[config.mk]
export PLATFORM = sky130hd
export DESIGN_NAME = inst_fetch
export DESIGN_NICKNAME = d
export VERILOG_FILES = /design/src/rtl/inst_fetch.sv
export SDC_FILE = /design/constraint.sdc
export NUM_CORES = 1
export LEC_CHECK = 0
export ABC_AREA = 1
export ABC_CLOCK_PERIOD_IN_PS = 4650
export BUFFER_PORTS_ARGS = -buffer_cell sky130_fd_sc_hd__buf_4
export CORE_ASPECT_RATIO = 1.5
export CORE_MARGIN = 1.5
export CORE_UTILIZATION = 50
export DETAILED_ROUTE_END_ITERATION = 16
export PLACE_DENSITY = 0.73
export SYNTH_ARGS = -nofsm -noshare
export SYNTH_HDL_FRONTEND = slang
export SYNTH_SLANG_ARGS = --single-unit
export TNS_END_PERCENT = 50
[constraint.sdc]
create_clock -name clk -period 4.65 [get_ports clk]
set_input_delay 0.6975 -clock clk [delete_from_list [all_inputs] [get_ports clk]]
set_output_delay 0.6975 -clock clk [all_outputs]
set_load 0.03 [all_outputs]
[src/rtl/inst_fetch.sv]
// Instruction fetch unit: owns the PC, issues single-outstanding word reads and
// buffers up to two returned instructions for in-order delivery to IF/ID.
module inst_fetch #(
   parameter logic [31:0] RESET_PC = 32'h0000_0000,
   parameter logic [31:0] BUBBLE   = 32'h0000_0001
) (
   input  logic        clk,
   input  logic        rst,
   input  logic [31:0] jump_addr_i,
   input  logic [2:0]  hold_flag_i,
   output logic        ibus_req_o,
   output logic [31:0] ibus_addr_o,
   input  logic        ibus_gnt_i,
   input  logic        ibus_rvalid_i,
   input  logic [31:0] ibus_rdata_i,
   output logic [31:0] inst_addr_o,
   output logic [31:0] inst_o,
   output logic        inst_valid_o
);

   typedef enum logic [1:0] {IDLE, REQ, WAIT, FULL} state_e;

   state_e      state_q, state_d;
   logic [31:0] fetch_pc_q, fetch_pc_d;
   logic [31:0] deliver_pc_q, deliver_pc_d;
   logic [31:0] addr_q, addr_d;
   logic [31:0] fifo_q [2];
   logic        rd_ptr_q, rd_ptr_d;
   logic        wr_ptr_q, wr_ptr_d;
   logic [1:0]  count_q, count_d;
   logic        discard_q, discard_d;
   logic        stale_q, stale_d;

   logic        redirect;
   logic        granted;
   logic        push;
   logic        pop;
   logic [31:0] jump_aligned;

   assign redirect     = (hold_flag_i >= 3'd2);
   assign jump_aligned = jump_addr_i & ~32'd3;
   assign granted      = (state_q == REQ) && ibus_gnt_i;
   assign push         = ibus_rvalid_i && !discard_q && !redirect;
   assign pop          = (hold_flag_i == 3'd0) && (count_q != 2'd0);

   // FSM state register
   always_ff @(posedge clk or posedge rst) begin
      if (rst) begin
         state_q <= IDLE;
      end else begin
         state_q <= state_d;
      end
   end

   // FSM next state
   always_comb begin
      state_d = state_q;
      case (state_q)
         IDLE: state_d = REQ;
         REQ:  if (ibus_gnt_i) state_d = WAIT;
         WAIT: if (ibus_rvalid_i) state_d = (count_d != 2'd2) ? REQ : FULL;
         FULL: if ((count_q != 2'd2) || redirect) state_d = REQ;
         default: state_d = IDLE;
      endcase
   end

   // FSM outputs
   always_comb begin
      ibus_req_o   = (state_q == REQ);
      ibus_addr_o  = addr_q;
      inst_valid_o = (count_q != 2'd0);
      inst_o       = inst_valid_o ? fifo_q[rd_ptr_q] : BUBBLE;
      inst_addr_o  = deliver_pc_q;
   end

   always_comb begin
      count_d      = count_q;
      rd_ptr_d     = rd_ptr_q;
      wr_ptr_d     = wr_ptr_q;
      deliver_pc_d = deliver_pc_q;
      if (redirect) begin
         count_d      = 2'd0;
         rd_ptr_d     = 1'b0;
         wr_ptr_d     = 1'b0;
         deliver_pc_d = jump_aligned;
      end else begin
         if (push) wr_ptr_d = ~wr_ptr_q;
         if (pop) begin
            rd_ptr_d     = ~rd_ptr_q;
            deliver_pc_d = deliver_pc_q + 32'd4;
         end
         case ({push, pop})
            2'b10:   count_d = count_q + 2'd1;
            2'b01:   count_d = count_q - 2'd1;
            default: count_d = count_q;
         endcase
      end
   end

   // A request presented before a redirect keeps its address; stale marks it so
   // its eventual response is dropped and the PC does not advance past it.
   always_comb begin
      fetch_pc_d = fetch_pc_q;
      discard_d  = discard_q;
      stale_d    = stale_q;
      if (ibus_rvalid_i) discard_d = 1'b0;
      if (granted) begin
         if (stale_q || redirect) discard_d = 1'b1;
         else fetch_pc_d = fetch_pc_q + 32'd4;
         stale_d = 1'b0;
      end
      if (redirect) begin
         fetch_pc_d = jump_aligned;
         if ((state_q == WAIT) && !ibus_rvalid_i) discard_d = 1'b1;
         if ((state_q == REQ) && !ibus_gnt_i) stale_d = 1'b1;
      end
   end

   always_comb begin
      addr_d = addr_q;
      if ((state_d == REQ) && (state_q != REQ)) begin
         addr_d = redirect ? jump_aligned : fetch_pc_q;
      end
   end

   always_ff @(posedge clk or posedge rst) begin
      if (rst) begin
         fetch_pc_q   <= RESET_PC;
         deliver_pc_q <= RESET_PC;
         addr_q       <= RESET_PC;
         rd_ptr_q     <= 1'b0;
         wr_ptr_q     <= 1'b0;
         count_q      <= 2'd0;
         discard_q    <= 1'b0;
         stale_q      <= 1'b0;
      end else begin
         fetch_pc_q   <= fetch_pc_d;
         deliver_pc_q <= deliver_pc_d;
         addr_q       <= addr_d;
         rd_ptr_q     <= rd_ptr_d;
         wr_ptr_q     <= wr_ptr_d;
         count_q      <= count_d;
         discard_q    <= discard_d;
         stale_q      <= stale_d;
      end
   end

   always_ff @(posedge clk) begin
      if (push) fifo_q[wr_ptr_q] <= ibus_rdata_i;
   end

endmodule

* Word-level counts from Yosys, hierarchy flattened
Memories as Yosys holds them, arrays and structs flattened. Index checks and enable logic that the tools add are counted. W data, S select, Z words.
Cells by class: mux-type cells 28, order comparisons 1, bitwise operators 2, add/subtract/negate cells 4, reductions and logical operators 20, equal/unequal tests 10
Operator list (number):
- $mux W32 | 7
- $add A32 B3 Y32 const B | 2
- $mux W1 | 14
- $mux W2 | 5
- $pmux W2 S4 | 1
- $reduce_bool A2 Y1 | 4
- $logic_and A1 B1 Y1 | 7
- $eq A2 B1 Y1 const B | 3
- $eq A2 B2 Y1 const B | 3
- $ne A2 B2 Y1 const B | 3
- $logic_not A1 Y1 | 4
- $pmux W2 S2 | 1
- $ge A3 B2 Y1 const B | 1
- $logic_not A3 Y1 | 1
- $add A2 B1 Y2 const B | 1
- $logic_not A2 Y1 | 1
- $logic_or A1 B1 Y1 | 2
- $ne A2 B1 Y1 const B | 1
- $not A1 Y1 | 2
- $reduce_and A2 Y1 | 1
- $sub A2 B1 Y2 const B | 1
Storage, ports and cells: logic and storage cells 75, bits in writable memories 64, memories kept 1, output and inout port bits 98, bits of input ports 71, register bits 104
Memories:
- fifo_q | words 2, width 32, rd ports 1, clocked after memory_dff 0, wr ports 1, line 27 | logic [31:0] fifo_q [2];

* Logic depth before layout (Yosys ltp)
Gate-level depths: netlist (run 1).
depth after elaboration 12, depth in mapped cells 15, depth with buffers taken out 14

* Worst setup path before layout (run 1)
Ideal clock, no wire load.
kind in2reg, start input hold_flag_i[1], end memory fifo_q[0][0] (enable), path buffers 1, stages on the path 4, required time 4.229 ns, arrival time 2.653 ns, slack 1.576 ns, cell sequence nor2_8 > buf_1 > nand2_1 > nor2_1
Between the ends: word-level cells in the longest chain between the ends 5
RTL lines:
- start, declared | line 10 | input logic [2:0] hold_flag_i,
- $ge A3 B2 Y1 | line 40 | assign redirect = (hold_flag_i >= 3'd2);
- $logic_not A1 Y1 | line 43 | assign push = ibus_rvalid_i && !discard_q && !redirect;
- $logic_and A1 B1 Y1 | line 43
- $mux W1 | line 149 | if (push) fifo_q[wr_ptr_q] <= ibus_rdata_i;
- $mux W1 (not written as such) | line 149
- end, declared | line 27
No other way between the ends.

* Final worst setup path (run 1)
start register count_q[0], end register addr_q[25] (netlist: ibus_addr_o[25])
Between the ends: word-level cells in the longest chain between the ends 11
RTL lines:
- start, declared | line 30 | logic [1:0] count_q, count_d;
- start signal, assigned | line 142 | count_q <= count_d;
- $reduce_bool A2 Y1 | line 44 | assign pop = (hold_flag_i == 3'd0) && (count_q != 2'd0);
- $logic_and A1 B1 Y1 | line 44
- $eq A2 B1 Y1 or $eq A2 B2 Y1 (tied branches) | line 92 | case ({push, pop})
- $pmux W2 S2 | line 92
- $mux W2 | line 81 | if (redirect) begin
- $ne A2 B2 Y1 | line 61 | WAIT: if (ibus_rvalid_i) state_d = (count_d != 2'd2) ? REQ : FULL;
- $mux W2 (2 in series) | line 61
- $pmux W2 S4 (*) | line 58 | case (state_q)
- $eq A2 B1 Y1 (*) | line 121 | if ((state_d == REQ) && (state_q != REQ)) begin
- $logic_and A1 B1 Y1 (*) | line 121
- end signal, assigned | line 139 | addr_q <= addr_d;
- end, declared | line 26 | logic [31:0] addr_q, addr_d;
Mark *: on every way between the ends. The rest lies on a longest branch, timed or not. A chain may end at the register's enable or synchronous reset.

==> impl.org, run 1 <==
** Status
- The flow ran to the end, and the final reports show no timing, DRC or antenna violations.

** Synthesis
- Of all flip-flops after synthesis, the portion carrying an async set or reset was about 61%.
- Sequential elements use roughly 51% of the synthesized area.
- Top cells by area, synth :: sky130_fd_sc_hd__dfrtp_1 (29%), sky130_fd_sc_hd__edfxtp_1 (22%), sky130_fd_sc_hd__nand2_1 (18%)
- Cell type with the highest aggregate area in the netlist :: sky130_fd_sc_hd__dfrtp_1
- Synthesized netlist cell count :: 1130
- The synthesized design contains between 60 and 70 enable-type register cells.
- Fraction of synthesized cell area taken by the top area cell type :: 28.5%
- Post-synthesis sequential element count :: 163
- Synth unique cells :: 38
- In this run the mean area of a mapped cell was 7.69 µm².
- Yosys instantiated no cell more often than sky130_fd_sc_hd__nand2_1.
- Dominant register cell in the synthesized netlist :: sky130_fd_sc_hd__dfrtp_1
- The cell area that synthesis handed to floorplanning was 0.00868 mm².
- By count the netlist is led by sky130_fd_sc_hd__nand2_1 (412), sky130_fd_sc_hd__nor2_1 (134), sky130_fd_sc_hd__dfrtp_1 (99).
- For this run, the number of Yosys warnings is 0.

** Routing
- Summed over all layers, the routed wires come to 24.3 mm.
- Routed wire per std cell :: approximately 16 µm
- The pre-antenna-repair detailed-routing pass consisted of 5 iterations.
- For this block, the initial DRC count from the detailed router was 602.
- The count of nets left with antenna violations once routing finished came out at 0.
- Via density per instance :: 5.43
- Across all layers, the routed design uses approximately 8100 vias.
- DRC violation count after routing :: 0

** Min path
- Path category of the worst min-delay check :: input port to register
- Hold depth :: 1

** Setup path
- Data on the critical path is required at its endpoint by ~5.0 ns.
- In this run the worst path has a maximum fanout of 31.
- The worst setup path is of the register to register kind.
- For the worst setup path, the data arrival time is roughly 3.2 ns.
- The worst setup path is captured at a register.
- Measured in cells, the most critical reg-to-reg path has a length of 14.
- STA classifies the critical path startpoint as a register.
- Across all register-to-register paths, the minimum setup slack is about 1.8 ns.

** Clock tree
- The number of gates resized after CTS was 0.
- After clock tree synthesis, the setup repair step added 0 buffers.
- Clock input transition at the sequential cells of the worst setup and hold paths :: 0.07 ns
- Counting along the longest clock path gives a buffer depth of 2.
- The H-tree generated during clock tree synthesis spans 4 levels.
- CTS tree :: built
- Counting the buffers created by CTS gives 17.
- CTS root buf :: sky130_fd_sc_hd__clkbuf_16
- Count of hold buffers inserted by post-cts repair :: 0
- Worst skew pair latency :: ~0.42 ns
- CTS sink count :: roughly 160

** Final layout
- 0 antenna diodes ended up in the layout.
- Area growth from synthesis to layout :: 22.3%
- Net count reported at finish :: 1349
- Fraction of final layout cells with drive strength greater than 1 :: between 10% and 20%
- Post-route standard cell area excluding fillers :: between 0.01 and 0.015 mm²

** Power and ir drop
- Power density normalized to cell area :: roughly 430 mW/mm²
- Post-layout power :: about 4.5 mW
- Peak supply drop :: around 0.34 mV
- For this design the static power due to leakage is between 4 and 5 nW.

** Floorplanning
- Width of the chip :: between 100 and 150 µm
- Core box area :: approximately 0.017 mm²
- Once the floorplan was initialized, standard cells occupied 51.4% of the core.
- The floorplan step defined a die boundary enclosing 0.0182 mm².
- In this run the vertical extent of the chip is ~160 µm.
- For this design the top-level I/O count stands at about 170.
- In this run the core area contains 58 standard-cell rows.

** STA
- Final number of setup-violating endpoints :: 0
- The smallest clock period supported by the final layout is computed as ~2.8 ns.
- Maximum clock rate :: about 350 MHz
- Final Max Tran Viols :: 0
- Number of hold violations in the final report :: 0
- Clock skew on the completed layout was measured at 0.0135 ns.
- Share of the clock period used by the worst path :: roughly three fifths
- Worst slew pin tran :: roughly 0.90 ns
- In the final timing run, aggregate negative setup slack is 0 ns.
- RSZ-0062 raised after global routing :: no
- In this run the tightest slew margin relative to its limit is 40.0%.

** Placement
- Total half-perimeter wirelength after legalization and detailed placement :: ~18 mm
- The congestion estimate from routability-driven global placement came to 0.965.
- Summing all placed instances gives a cell area of between 0.01 and 0.015 mm².
- Number of input and output port buffers inserted :: roughly 160

** GRT
- Summed over all layers, the global routing overflow is 0.
- Initial antenna violation count :: 0
- Maximum number of pins on one net before global-route repair :: 68
- The via count of the first global-routing pass is 7599.
- Global routing used a little over a quarter of the available tracks across all layers.
- Global-route wire length before repair :: 38.5 mm

** Flow run
- Across the run, the number of max-cap violations was 0.
[worst max-delay path: stages (launching register included)]
cell and delay (ns):
sky130_fd_sc_hd__dfrtp_1 0.44, sky130_fd_sc_hd__nor2_2 0.18, sky130_fd_sc_hd__inv_1 0.13, sky130_fd_sc_hd__nand3_2 0.13
sky130_fd_sc_hd__inv_1 0.15, sky130_fd_sc_hd__ha_1 0.33, sky130_fd_sc_hd__inv_1 0.06, sky130_fd_sc_hd__nand2_1 0.05
sky130_fd_sc_hd__nand2_1 0.06, sky130_fd_sc_hd__nand2_1 0.08, sky130_fd_sc_hd__inv_1 0.04, sky130_fd_sc_hd__nand4_1 0.09
sky130_fd_sc_hd__nand4_2 0.62, sky130_fd_sc_hd__nand2_1 0.26, sky130_fd_sc_hd__nand2_1 0.08
[cells by family (layout without fill, tap and decap cells)]
| logic type | count (synthesis) | after routing | share of synthesized area [%] |
|---|---|---|---|
| adder cells (fa/ha/maj) | 3 | 3 | 0.432 |
| buffers and inverters | 134 | 291 | 6.35 |
| AND/OR/NAND/NOR | 675 | 675 | 32.8 |
| flip-flops | 163 | 163 | 50.7 |
| AO/OA/AOI/OAI | 149 | 149 | 9.21 |
| XOR/XNOR | 5 | 5 | 0.504 |
| other | 1 | 2 | 0.0432 |
[cell type report]
| type | count | area (µm²) |
|---|---|---|
| Tap cell | 210 | 263 |
| Multi-Input combinational cell | 834 | 3740 |
| Sequential cell | 163 | 4400 |
| Fill cell | 1504 | 6290 |
| Clock buffer | 17 | 425 |
| Inverter | 84 | 318 |
| Clock inverter | 15 | 161 |
| Timing Repair Buffer | 175 | 1310 |
[flip-flops by register name, summed over array words and instances (netlist names)]
signal / count
fifo_q: 64
discard_q: 1
wr_ptr_q: 1
stale_q: 1
ibus_addr_o: 31
state_q: 2
inst_addr_o: 30
count_q: 2
rd_ptr_q: 1
fetch_pc_q: 30
[stage by stage]
stage | util (%) | instances | setup slack, ns | hold WS (ns)
final | 62.8 | 1498 | 1.81 | 0.452
after global placement | 59.4 | 1466 | 1.56 | 0.466
after global routing | 62.8 | 1498 | 1.47 | 0.436
after floorplan | - | 1131 | 1.36 | 0.471
after detailed placement | 59.4 | 1466 | 1.49 | 0.467
after CTS | 62.8 | 1498 | 1.74 | 0.442
[worst paths after layout]
path                                        from               to
worst max register to register        count_q[0]  ibus_addr_o[25]
worst min-delay path            ibus_rdata_i[26]    fifo_q[1][26]
worst max-delay path                  count_q[0]  ibus_addr_o[25]
worst min register to register    ibus_addr_o[8]   ibus_addr_o[8]
max in group asynchronous                    rst    fetch_pc_q[7]
min in group asynchronous                    rst   ibus_addr_o[1]
[power breakdown]
| group | switching (mW) | internal (mW) | total (mW) |
|---|---|---|---|
| combinational | 0.831 | 0.420 | 1.25 |
| sequential | 0.176 | 1.71 | 1.88 |
| clock | 0.668 | 0.720 | 1.39 |
| total | 1.67 | 2.85 | 4.52 |
[layer usage]
metal / part of all wire [%] / global-route usage (%) / vias up / routed length, µm
li1: - / - / 3999 / -
met1: 39 / 31.0 / 3762 / 9430
met2: 52 / 49.4 / 323 / 12700
met3: 5.7 / 4.48 / 46 / 1400
met4: 3.0 / 10.3 / 0 / 738
met5: 0 / 0 / - / 0
[layout by cell type (no fill, tap or decap), types with 2 or more instances in the layout]
| master | n |
|---|---|
| sky130_fd_sc_hd__a21oi_1 | 68 |
| sky130_fd_sc_hd__a22oi_1 | 4 |
| sky130_fd_sc_hd__a31oi_1 | 7 |
| sky130_fd_sc_hd__buf_4 | 175 |
| sky130_fd_sc_hd__clkbuf_16 | 17 |
| sky130_fd_sc_hd__clkinv_4 | 3 |
| sky130_fd_sc_hd__clkinv_8 | 3 |
| sky130_fd_sc_hd__conb_1 | 2 |
| sky130_fd_sc_hd__dfrtp_1 | 99 |
| sky130_fd_sc_hd__edfxtp_1 | 64 |
| sky130_fd_sc_hd__ha_1 | 3 |
| sky130_fd_sc_hd__inv_1 | 78 |
| sky130_fd_sc_hd__inv_2 | 4 |
| sky130_fd_sc_hd__inv_6 | 2 |
| sky130_fd_sc_hd__inv_8 | 5 |
| sky130_fd_sc_hd__nand2_1 | 412 |
| sky130_fd_sc_hd__nand2_2 | 3 |
| sky130_fd_sc_hd__nand3_1 | 44 |
| sky130_fd_sc_hd__nand3b_1 | 13 |
| sky130_fd_sc_hd__nand4_1 | 46 |
| sky130_fd_sc_hd__nor2_1 | 132 |
| sky130_fd_sc_hd__nor2_2 | 8 |
| sky130_fd_sc_hd__nor3_1 | 9 |
| sky130_fd_sc_hd__o211ai_1 | 9 |
| sky130_fd_sc_hd__o21ai_0 | 49 |
| sky130_fd_sc_hd__o21ai_1 | 7 |
| sky130_fd_sc_hd__o21bai_1 | 2 |
| sky130_fd_sc_hd__xor2_1 | 5 |
Power figures use the tool's default switching activity.
==> run 2, diff against run 1 <==
--- a/config.mk
+++ b/config.mk
@@ -6,7 +6,7 @@
 export NUM_CORES = 1
 export LEC_CHECK = 0
 export ABC_AREA = 1
-export ABC_CLOCK_PERIOD_IN_PS = 4650
+export ABC_CLOCK_PERIOD_IN_PS = 2900
 export BUFFER_PORTS_ARGS = -buffer_cell sky130_fd_sc_hd__buf_4
 export CORE_ASPECT_RATIO = 1.5
 export CORE_MARGIN = 1.5
==> constraint.sdc (replaced) <==
create_clock -name clk -period 2.9 [get_ports clk]
set_input_delay 0.435 -clock clk [delete_from_list [all_inputs] [get_ports clk]]
set_output_delay 0.435 -clock clk [all_outputs]
set_load 0.03 [all_outputs]
==> run 2 against run 1 <==
Compared with the run above:
- clock skew about the same
- clock power up 60%
- total power is 61% higher
- wire length rose by 1.4%
- worst hold slack got worse by 0.37 ns
- setup slack got worse by 1.6 ns
- combinational power rose by 63%
==> impl.org, run 2 (synthesized netlist as in run 1, its figures left out) <==
** STA
- Setup repair after global routing left no endpoint under its margin.
- Number of hold violations in the final report :: 0
- Worst hold slack across all endpoints :: about 0.085 ns
- Setup total negative slack on the finished layout was measured at 0 ns.
- Between clock sinks in the finished design, the worst skew comes to between 0.01 and 0.015 ns.
- Setup violations remaining at the end of the flow were counted as 0.
- Worst slew pin tran :: roughly 1.1 ns
- The smallest clock period supported by the final layout is computed as roughly 2.7 ns.
- Maximum clock rate :: between 300 and 400 MHz
- After layout, the worst path uses 91.8% of the clock period.
- Headroom to the max-slew limit came out at roughly a quarter.
- Final Max Tran Viols :: 0

** Clock tree
- After clock tree synthesis, the clock-pin slew on the worst setup and hold paths is approximately 0.070 ns.
- Total number of H-tree levels :: 4
- Number of buffers added by the clock tree synthesis step :: 17
- Worst skew pair latency :: approximately 0.43 ns
- The cell sitting at the root of the clock tree is a sky130_fd_sc_hd__clkbuf_16.
- Once the clock tree was built, the setup fixing pass inserted 0 buffers.
- No sink is reached through more buffers than the 2 on the longest clock path.
- The clock net in this run drives a total of ~160 sinks.
- TritonCTS built the clock tree.

** Setup path
- Count of cell instances traversed by the critical path :: 14
- STA classifies the critical path startpoint as a register.
- CP top delay family :: simple AND/OR/NAND/NOR gates
- For the worst setup path, the data required time is 3.21 ns.
- Along the worst path, the maximum fanout reaches 31.
- Worst flop-to-flop path endpoint :: ibus_addr_o[31]
- Cell-by-cell listing of the critical path :: nor2_2 -> inv_1 -> nand3_2 -> inv_1 -> ha_1 -> inv_1 -> nand2_1 -> nand2_1 -> nand2_1 -> inv_1 -> nand4_1 -> nand4_4 -> nand2_1 -> nand2_1
- CP max-delay cell :: sky130_fd_sc_hd__dfrtp_1
- Critical Path End Type :: register
- Together, buffers and inverters on the worst path number 4.
- The critical path ends at ibus_addr_o[31].
- The startpoint identified for the worst register-to-register timing path is count_q[0].
- Worst reg-to-reg path cell count :: 14
- Slowest Stage Delay on Critical Path :: 0.45 ns
- Tracing the worst setup path back leads to its startpoint at count_q[0].
- Critical Path AT :: approximately 3.0 ns
- Most used cell, CP :: sky130_fd_sc_hd__nand2_1
- The worst setup path is of the register to register kind.
- Worst R2R Setup Slack :: between 0.2 and 0.25 ns

** GRT
- The number of antenna violations at the first check in global routing is 0.
- The via count of the first global-routing pass is about 7700.
- Total congestion overflow :: 0
- Gr usage total :: 27.1%
- Global-route wire length before repair :: slightly below 40 mm
- Maximum number of pins on one net before global-route repair :: 88

** Final layout
- Counting flops per register, the top entry is fifo_q.
- After routing the design area is about 0.011 mm².
- The repair_antennas step left the layout with diodes totalling 0.
- The area growth from synthesis to layout is 22.9%.
- Multi-input gate area :: about 0.0038 mm²
- Leaving out fill and tap cells, the most frequent cell in the layout is sky130_fd_sc_hd__nand2_1.
- Flip-flop count of the largest register, all copies and words added :: 64
- Fraction of final layout cells with drive strength greater than 1 :: 18.0%
- Footprint of the flip-flops and latches :: ~0.0044 mm²
- Commonest cells after routing, fill and taps aside :: sky130_fd_sc_hd__nand2_1 (412), sky130_fd_sc_hd__buf_4 (176), sky130_fd_sc_hd__nor2_1 (132)
- Layout fillers :: roughly 1500
- Net count reported at finish :: 1352

** Floorplanning
- The die is between 150 and 200 µm tall.
- Overall die area :: between 0.015 and 0.02 mm²
- Width of the chip :: between 100 and 150 µm
- For this design the top-level I/O count stands at 169.
- Initial core utilization :: between 50% and 60%
- Core box area :: 0.0169 mm²
- Number of placement rows :: 58

** Power and ir drop
- Cell-internal power :: about 4.6 mW
- Peak supply drop :: 0.433 mV
- Proportion of power drawn by combinational gates :: 28.0%
- Power density normalized to cell area :: around 680 mW/mm²
- Relative contribution of the clock network to total power :: 30.5%
- Net switching is between 30% and 40% of the power.
- Static leakage power :: approximately 4.9 nW
- Per report_power, the sequential group accounts for a little over 40% of the total.
- In this run the power spent charging and discharging nets is approximately 2.7 mW.

** Routing
- For this run, the detailed router's first-pass iteration total came to 7.
- For this run, design rule violations remaining after detail routing come to 0.
- Detailed-route via count :: about 8000
- Total routed wirelength :: 24.6 mm
- Via density per instance :: around 5.4
- Dividing the detail-routed wire length by the instance count gives around 16 µm.
- In this run the remaining antenna-violating nets after routing total 0.
- Initial DRC count :: 710

** Placement
- Input and output buffers added on the ports amount to 164.
- Post-DP Area :: slightly above 0.01 mm²
- After legalization and detailed placement, the total HPWL measured approximately 18 mm.
- Routability-driven placement finished with a final weighted congestion of 0.960.

** Min path
- The path class of the tightest hold or removal check is input port to asynchronous set/reset pin.

** Flow run
- MaxCap Viol Count :: 0

** Status
- The flow ran to the end, and the final reports show no timing, DRC or antenna violations.
-- run 2: power by group through the flow --
stage               combinational [mW]  clock [mW]  sequential, mW
global placement                  1.99           0            3.06
CTS                               2.05        2.25            3.03
global route                      2.22        2.35            3.07
detailed placement                2.04           0            3.06
finish                            2.04        2.23            3.03
floorplan                        0.813           0            3.49
-- run 2: stage by stage --
stage	cells	utilization (%)	power [mW]	worst slack (ns)
after floorplan	1131	-	4.30	0.0883
after global placement	1469	59.6	5.06	0.0487
after detailed placement	1469	59.6	5.10	-0.0324
after CTS	1501	63.1	7.32	0.290
after global routing	1501	63.1	7.65	0.0669
final	1501	63.1	7.30	0.239
-- run 2: layout make-up --
class	count	share of cell area (%)
multi-input cells	834	35.1
clock inverters	15	1.48
well taps	210	2.46
inverters	84	2.99
flip-flops and latches	163	41.2
clock buffers	17	3.98
repair buffers	178	12.8
-- run 2: metal layers --
metal	global-route usage (%)	vias to the layer above	part of all wire [%]
li1	-	3993	-
met3	4.59	47	5.2
met1	31.5	3812	39
met2	49.7	305	53
met5	0	-	0
met4	10.8	0	2.9
-- run 2: worst min path at each step --
stage	startpoint	cells after the start	slack [ns]	endpoint
after floorplan	fetch_pc_q[30]	2	0.47	fetch_pc_q[30]
after global placement	ibus_addr_o[2]	2	0.47	ibus_addr_o[2]
after detailed placement	ibus_addr_o[18]	2	0.47	ibus_addr_o[18]
after CTS	rst	2	0.1	ibus_addr_o[1]
after global routing	rst	2	0.13	ibus_addr_o[1]
final	rst	2	0.09	ibus_addr_o[1]
-- run 2: timing repair --
item / 4_1_cts / 5_1_grt
resized for setup: 1 / 0
setup endpoints to repair: 1 / 0
hold buffers: 0 / 0
